### src/rtl/via6522_lite.sv
// via6522_lite: 6522-style VIA with two 8-bit ports, two 16-bit timers,
// CA1/CB1 edge interrupts and a maskable active-high irq.
module via6522_lite #(
  parameter bit         PB7_ENABLE         = 1'b1,
  parameter bit         PULSE_COUNT_ENABLE = 1'b1,
  parameter int         SYNC_STAGES        = 2,
  parameter logic [7:0] UNUSED_DOUT        = 8'h00
) (
  input  logic       clk,
  input  logic       reset,
  input  logic       cs,
  input  logic       rnw,
  input  logic [3:0] addr,
  input  logic [7:0] din,
  output logic [7:0] dout,
  input  logic [7:0] pa_in,
  output logic [7:0] pa_out,
  output logic [7:0] pa_oe,
  input  logic [7:0] pb_in,
  output logic [7:0] pb_out,
  output logic [7:0] pb_oe,
  input  logic       ca1,
  input  logic       cb1,
  output logic       irq
);
  if (SYNC_STAGES < 1 || SYNC_STAGES > 4) begin : g_bad_sync
    $error("SYNC_STAGES must be in 1..4");
  end
  logic [7:0]  orb, ora, ddrb, ddra, acr, pcr, t1_ll, t1_lh, t2_lo, irb;
  logic [15:0] t1_cnt, t2_cnt;
  logic        t1_armed, t2_armed, pb7_t1;
  logic [6:0]  ifr, ier, ifr_set, ifr_clr, ifr_next;
  logic [2:0]  sync [SYNC_STAGES];
  logic [2:0]  prev, s;
  logic        wr, rd, pb7_en, t1_load, t2_load, t1_hit, t2_hit, t2_ev;
  logic        ca1_edge, cb1_edge;
  assign wr       = cs & ~rnw;
  assign rd       = cs & rnw;
  assign pb7_en   = PB7_ENABLE && acr[7];
  assign t1_load  = wr && addr == 4'h5;
  assign t2_load  = wr && addr == 4'h9;
  // s/prev: bit 0 = ca1, bit 1 = cb1, bit 2 = pb_in[6], after synchronisation
  assign s        = sync[SYNC_STAGES-1];
  assign ca1_edge = (s[0] ^ prev[0]) & (s[0] == pcr[0]);
  assign cb1_edge = (s[1] ^ prev[1]) & (s[1] == pcr[4]);
  assign t2_ev    = (PULSE_COUNT_ENABLE && acr[5]) ? prev[2] & ~s[2] : 1'b1;
  assign t1_hit   = ~t1_load && t1_cnt == '0 && (acr[6] || t1_armed);
  assign t2_hit   = ~t2_load && t2_ev && t2_cnt == '0 && t2_armed;
  assign ifr_set  = {t1_hit, t2_hit, cb1_edge, 2'b00, ca1_edge, 1'b0};
  assign ifr_clr  = {(rd && addr == 4'h4) || (wr && addr == 4'h7), rd && addr == 4'h8,
                     cs && addr == 4'h0, 2'b00, cs && addr == 4'h1, 1'b0}
                  | ((wr && addr == 4'hD) ? din[6:0] : 7'h00);
  // counter-high writes beat a simultaneous timer set; other clears lose to sets
  assign ifr_next = ((ifr & ~ifr_clr) | ifr_set) & ~{t1_load, t2_load, 5'b0} & 7'b111_0010;
  assign irq      = |(ifr & ier);
  assign irb      = {pb7_en ? pb7_t1 : (pb_in[7] & ~ddrb[7]) | (orb[7] & ddrb[7]),
                     (pb_in[6:0] & ~ddrb[6:0]) | (orb[6:0] & ddrb[6:0])};
  assign pa_out   = ora;
  assign pa_oe    = ddra;
  assign pb_out   = {pb7_en ? pb7_t1 : orb[7], orb[6:0]};
  assign pb_oe    = {pb7_en | ddrb[7], ddrb[6:0]};
  always_comb begin
    dout = UNUSED_DOUT;
    case (addr)
      4'h0:        dout = irb;
      4'h1, 4'hF:  dout = pa_in;
      4'h2:        dout = ddrb;
      4'h3:        dout = ddra;
      4'h4:        dout = t1_cnt[7:0];
      4'h5:        dout = t1_cnt[15:8];
      4'h6:        dout = t1_ll;
      4'h7:        dout = t1_lh;
      4'h8:        dout = t2_cnt[7:0];
      4'h9:        dout = t2_cnt[15:8];
      4'hB:        dout = acr;
      4'hC:        dout = pcr;
      4'hD:        dout = {irq, ifr};
      4'hE:        dout = {1'b1, ier};
      default:     dout = UNUSED_DOUT;
    endcase
  end
  always_ff @(posedge clk) begin
    if (reset) begin
      {orb, ora, ddrb, ddra, acr, pcr, t1_ll, t1_lh, t2_lo} <= '0;
      {t1_cnt, t2_cnt, t1_armed, t2_armed, pb7_t1} <= '0;
      ifr  <= '0;
      ier  <= '0;
      for (int i = 0; i < SYNC_STAGES; i++) sync[i] <= 3'b111;
      prev <= 3'b111;
    end else begin
      sync[0] <= {pb_in[6], cb1, ca1};
      for (int i = 1; i < SYNC_STAGES; i++) sync[i] <= sync[i-1];
      prev <= s;
      ifr  <= ifr_next;
      if (wr) begin
        case (addr)
          4'h0:       orb   <= din;
          4'h1, 4'hF: ora   <= din;
          4'h2:       ddrb  <= din;
          4'h3:       ddra  <= din;
          4'h4, 4'h6: t1_ll <= din;
          4'h5, 4'h7: t1_lh <= din;
          4'h8:       t2_lo <= din;
          4'hB:       acr   <= din;
          4'hC:       pcr   <= din;
          4'hE:       ier   <= din[7] ? ier | din[6:0] : ier & ~din[6:0];
          default: ;
        endcase
      end
      if (t1_load) begin
        t1_cnt   <= {din, t1_ll};
        t1_armed <= 1'b1;
        pb7_t1   <= 1'b0;
      end else if (t1_cnt == '0 && acr[6]) begin
        t1_cnt <= {t1_lh, t1_ll};
        pb7_t1 <= ~pb7_t1;
      end else begin
        t1_cnt <= t1_cnt - 16'd1;
        if (t1_hit) begin
          pb7_t1   <= 1'b1;
          t1_armed <= 1'b0;
        end
      end
      if (t2_load) begin
        t2_cnt   <= {din, t2_lo};
        t2_armed <= 1'b1;
      end else if (t2_ev) begin
        t2_cnt <= t2_cnt - 16'd1;
        if (t2_hit) t2_armed <= 1'b0;
      end
    end
  end
endmodule

### config.mk
export PLATFORM = sky130hd
export DESIGN_NAME = via6522_lite
export DESIGN_NICKNAME = d
export VERILOG_FILES = /design/src/rtl/via6522_lite.sv
export SDC_FILE = /design/constraint.sdc
export NUM_CORES = 1
export LEC_CHECK = 0
export ABC_AREA = 1
export BUFFER_PORTS_ARGS = -buffer_cell sky130_fd_sc_hd__buf_2
export CAP_MARGIN = 20
export CELL_PAD_IN_SITES_DETAIL_PLACEMENT = 1
export CELL_PAD_IN_SITES_GLOBAL_PLACEMENT = 1
export CORE_MARGIN = 2
export CORE_UTILIZATION = 30
export DETAILED_ROUTE_END_ITERATION = 16
export HOLD_SLACK_MARGIN = 0.08
export PLACE_DENSITY = 0.69
export RECOVER_POWER = 25
export REMOVE_ABC_BUFFERS = 1
export SKIP_CTS_REPAIR_TIMING = 1
export SYNTH_ARGS = -nofsm -noshare
export SYNTH_HDL_FRONTEND = slang
export SYNTH_SLANG_ARGS = --single-unit
### constraint.sdc
create_clock -name clk -period 2.36 [get_ports clk]
set_clock_uncertainty 0.15 [all_clocks]
set_input_delay 0.236 -clock clk [delete_from_list [all_inputs] [get_ports clk]]
set_output_delay 0.236 -clock clk [all_outputs]
set_load 0.05 [all_outputs]
==> qor.csv <==
stage;metric;value;unit
sta;maxSlewViolCount;0;
route;drtAntennaViolNets;0;
grt;grt_pass1_vias;7162;
sta;finalSetupViolCount;0;
yosys;syn_area;6780;sq um
final_layout;multi_input_area;3550;sq um
yosys;synth_cells;1071;
route;vias;7172;
final_layout;area_growth;18.1;%
critical_path;path_cells;dlygate4sd3_1, buf_2, inv_1, o21ai_0, nand2_1, nand2_1, nor2_1, nand2_1, buf_2;
critical_path;critPathMaxFanout;2;
cts;clock_sinks;127;
sta;period_share;94.1;%
yosys;yosysSeqAreaShare;37.5;%
hold_path;hold_end;prev[0];
critical_path;critPathKind;in2out;
sta;period_needed;2.22;ns
cts;cts_tree;yes;
cts;clk_latency;0.43;ns
grt;gr-total-overflow;0;
yosys;synth_edf_count;0;
yosys;synth_top_cell_area_share;37.5;%
grt;antenna_found_initial;1;
final_layout;fin_cells;1426;
critical_path;worstReg2RegStart;t1_cnt[0];
sta;rsz0062_at_grt;false;
critical_path;arrival;1.84;ns
critical_path;setup.worst_path.end_class;output port;
hold_path;hold_start;reset;
yosys;ys_ff_latch;127;
route;drt_pass1_iterations;5;
placed_design;placement.io_buffers;74;
grt;grt_max_degree;64;
sta;worstMarginPinSlew;1.01;ns
final_layout;drive_above_1_share;12.6;%
yosys;synth_area_leaders;dfxtp_1 38%, nand2_1 19%, a21oi_1 7.5%;
yosys;yosysWarnings;0;
cts;cts_max_path_buffers;2;
sta;slew_headroom;32.6;%
final_layout;diodes;0;
final_layout;nFillCells;2928;
critical_path;cp_common_cell;nand2_1;
route;via_per_inst;5.03;
critical_path;cp.required;1.97;ns
outcome;status;completed;
route;drc;0;
critical_path;start_kind;input port;
floorplan;start_util;30.8;%
final_layout;final_nets;1170;
floorplan;num_rows;54;
sta;setup_tns;0;ns
placed_design;gp_congestion;0.901;
power;p_leak;3.49;nW
floorplan;fp.dieW;154;um
hold_path;hp-class;in2reg;
route;wl_per_cell;18.1;um
cts;path_clk_slew;0.06;ns
cts;htree_levels;4;
route;drt_iter0_markers;467;
hold_path;holdPathStages;3;
final_layout;regArea;2540;sq um
grt;track_usage;22.0;%
sta;whs;0.0545;ns
yosys;synthFlopType;dfxtp_1;
power;p_per_area;895;nW/um^2
critical_path;critPathSlowestCell;dlygate4sd3_1;
floorplan;fp.dieArea;23800;sq um
run;drv_cap;0;
placed_design;hpwl;18800;um
critical_path;max_stage_delay;0.52;ns
cts;cts_buffers;17;
route;routed_wl;25800;um
critical_path;r2r_end;t1_cnt[11];
placed_design;placed_cells;1391;
yosys;postSynthAreaPerCell;6.33;sq um
yosys;async_flop_share;0;%
floorplan;ios;75;
floorplan;core;22000;sq um
cts;root_buffer;clkbuf_16;
critical_path;reg2reg_slack;0.47;ns
power;vdd_drop_max;0.519;mV
floorplan;fp.dieH;154;um
critical_path;ff2ff_path_depth;9;
sta;hold_viol;0;
grt;grt_pass1_wl;40700;um
yosys;yosysTopAreaCell;dfxtp_1;
yosys;ys_types;31;
sta;timing.fmax;450;MHz
[worst max-delay path by stage]
| stage | startpoint | to | slack (ns) | cells past startpoint |
|---|---|---|---|---|
| 2_1_floorplan | addr[0] | dout[7] | 0.36 | 7 |
| 3_3_place_gp | addr[0] | dout[2] | 0.27 | 9 |
| 3_5_place_dp | addr[0] | dout[3] | 0.24 | 10 |
| 4_1_cts | ddrb[6] | dout[6] | 0.21 | 7 |
| 5_1_grt | addr[0] | dout[3] | 0.01 | 10 |
| 6_report | pb_in[6] | dout[6] | 0.14 | 9 |
[per-layer routing]
layer  vias up  track usage (%)  part of all wire [%]
met4         0             5.11                   1.3
met2       169             36.2                    46
met1      3442             30.4                    48
met5         -                0                     0
met3        23             3.50                   4.5
li1       3538                -                     -
[synth_stat cells, types with 2 or more instances]
| cell | n |
|---|---|
| o211ai_1 | 4 |
| o21ai_0 | 56 |
| xnor2_1 | 2 |
| nor2_2 | 4 |
| dfxtp_1 | 127 |
| clkbuf_1 | 23 |
| or2_2 | 6 |
| ha_1 | 3 |
| xor2_1 | 7 |
| nor2_1 | 120 |
| nand2_1 | 343 |
| nor2_4 | 7 |
| buf_4 | 19 |
| buf_2 | 10 |
| inv_2 | 7 |
| nand2_2 | 4 |
| nand3_1 | 95 |
| nand4_1 | 21 |
| nand3b_1 | 8 |
| nor3_1 | 2 |
| a21oi_1 | 101 |
| inv_1 | 93 |
[cells by family after synthesis]
logic type,count (synthesis),share of synthesized area [%]
buffers and inverters,156,10.0
adders and majority gates,3,0.554
and+or+nand+nor,612,38.4
DFF,127,37.5
xor gates and xnor gates,9,1.16
AOI/OAI and AO/OA,164,12.4
[registers in the layout (all words and copies together) (netlist names), named ones only]
register,flops
t1_cnt,16
orb,8
pb7_t1,1
t1_lh,8
ddrb,8
pa_out,8
t2_cnt,16
acr,8
pcr,8
prev,3
t1_armed,1
t2_armed,1
t2_lo,8
pa_oe,8
ifr,4
t1_ll,8
sync,6
[per-stage QoR]
step / instance area (sq um) / util, % / total power, mW / setup slack [ns]
2_1_floorplan: 6480 / - / 3.72 / 0.362
3_3_place_gp: 7370 / 33.4 / 4.28 / 0.268
3_5_place_dp: 7370 / 33.4 / 4.31 / 0.239
4_1_cts: 8000 / 36.3 / 7.21 / 0.211
5_1_grt: 8010 / 36.3 / 7.56 / 0.0131
6_report: 8010 / 36.3 / 7.17 / 0.139
[power by group]
part | internal (mW) | switching, mW
Clock | 1.79 | 1.10
Sequential | 2.32 | 0.282
Combinational | 0.548 | 1.13
[cells in the final DEF (no fill, tap or decap)]
master         netlist  layout
clkinvlp_4           0       2
bufinv_16            0       4
inv_1               93      95
nand4_1             21      21
nor3_1               2       2
nand2_4              1       1
nor2_1             120     121
xor2_1               7       7
dlygate4sd3_1        0       3
xnor2_1              2       2
a21oi_1            101     101
ha_1                 3       3
or2_2                6       6
clkinv_2             1       1
buf_4               19      17
inv_2                7       5
o21ai_0             56      56
o21ai_2              1       1
o211ai_1             4       4
buf_2               10      66
clkbuf_1            23      10
clkinv_4             0       4
dfxtp_1            127     127
clkbuf_16            0      17
nor2_2               4       4
clkbuf_2             0       1
nand2_2              4       3
buf_12               0       1
nand3b_1             8       8
nor2_4               7       6
nand2_1            343     344
nand3_2              1       1
inv_6                0       4
o21bai_1             1       1
clkinv_1             1       1
nand3_1             95      95
a31oi_1              1       1
[layout make-up]
type,instances,area share [%]
inverters,102,4.80
flip-flops and latches,127,31.8
repair buffers,97,6.83
well taps,280,4.38
clock buffers,18,5.36
clock inverters,14,2.56
multi-input cells,788,44.3
[critical path, delay by kind of cell]
family          cells  cell delay, ns
compound gates      1            0.20
simple gates        4            0.43
buf+inv             4            0.98
Note: power is estimated with default switching activity, not from simulation.
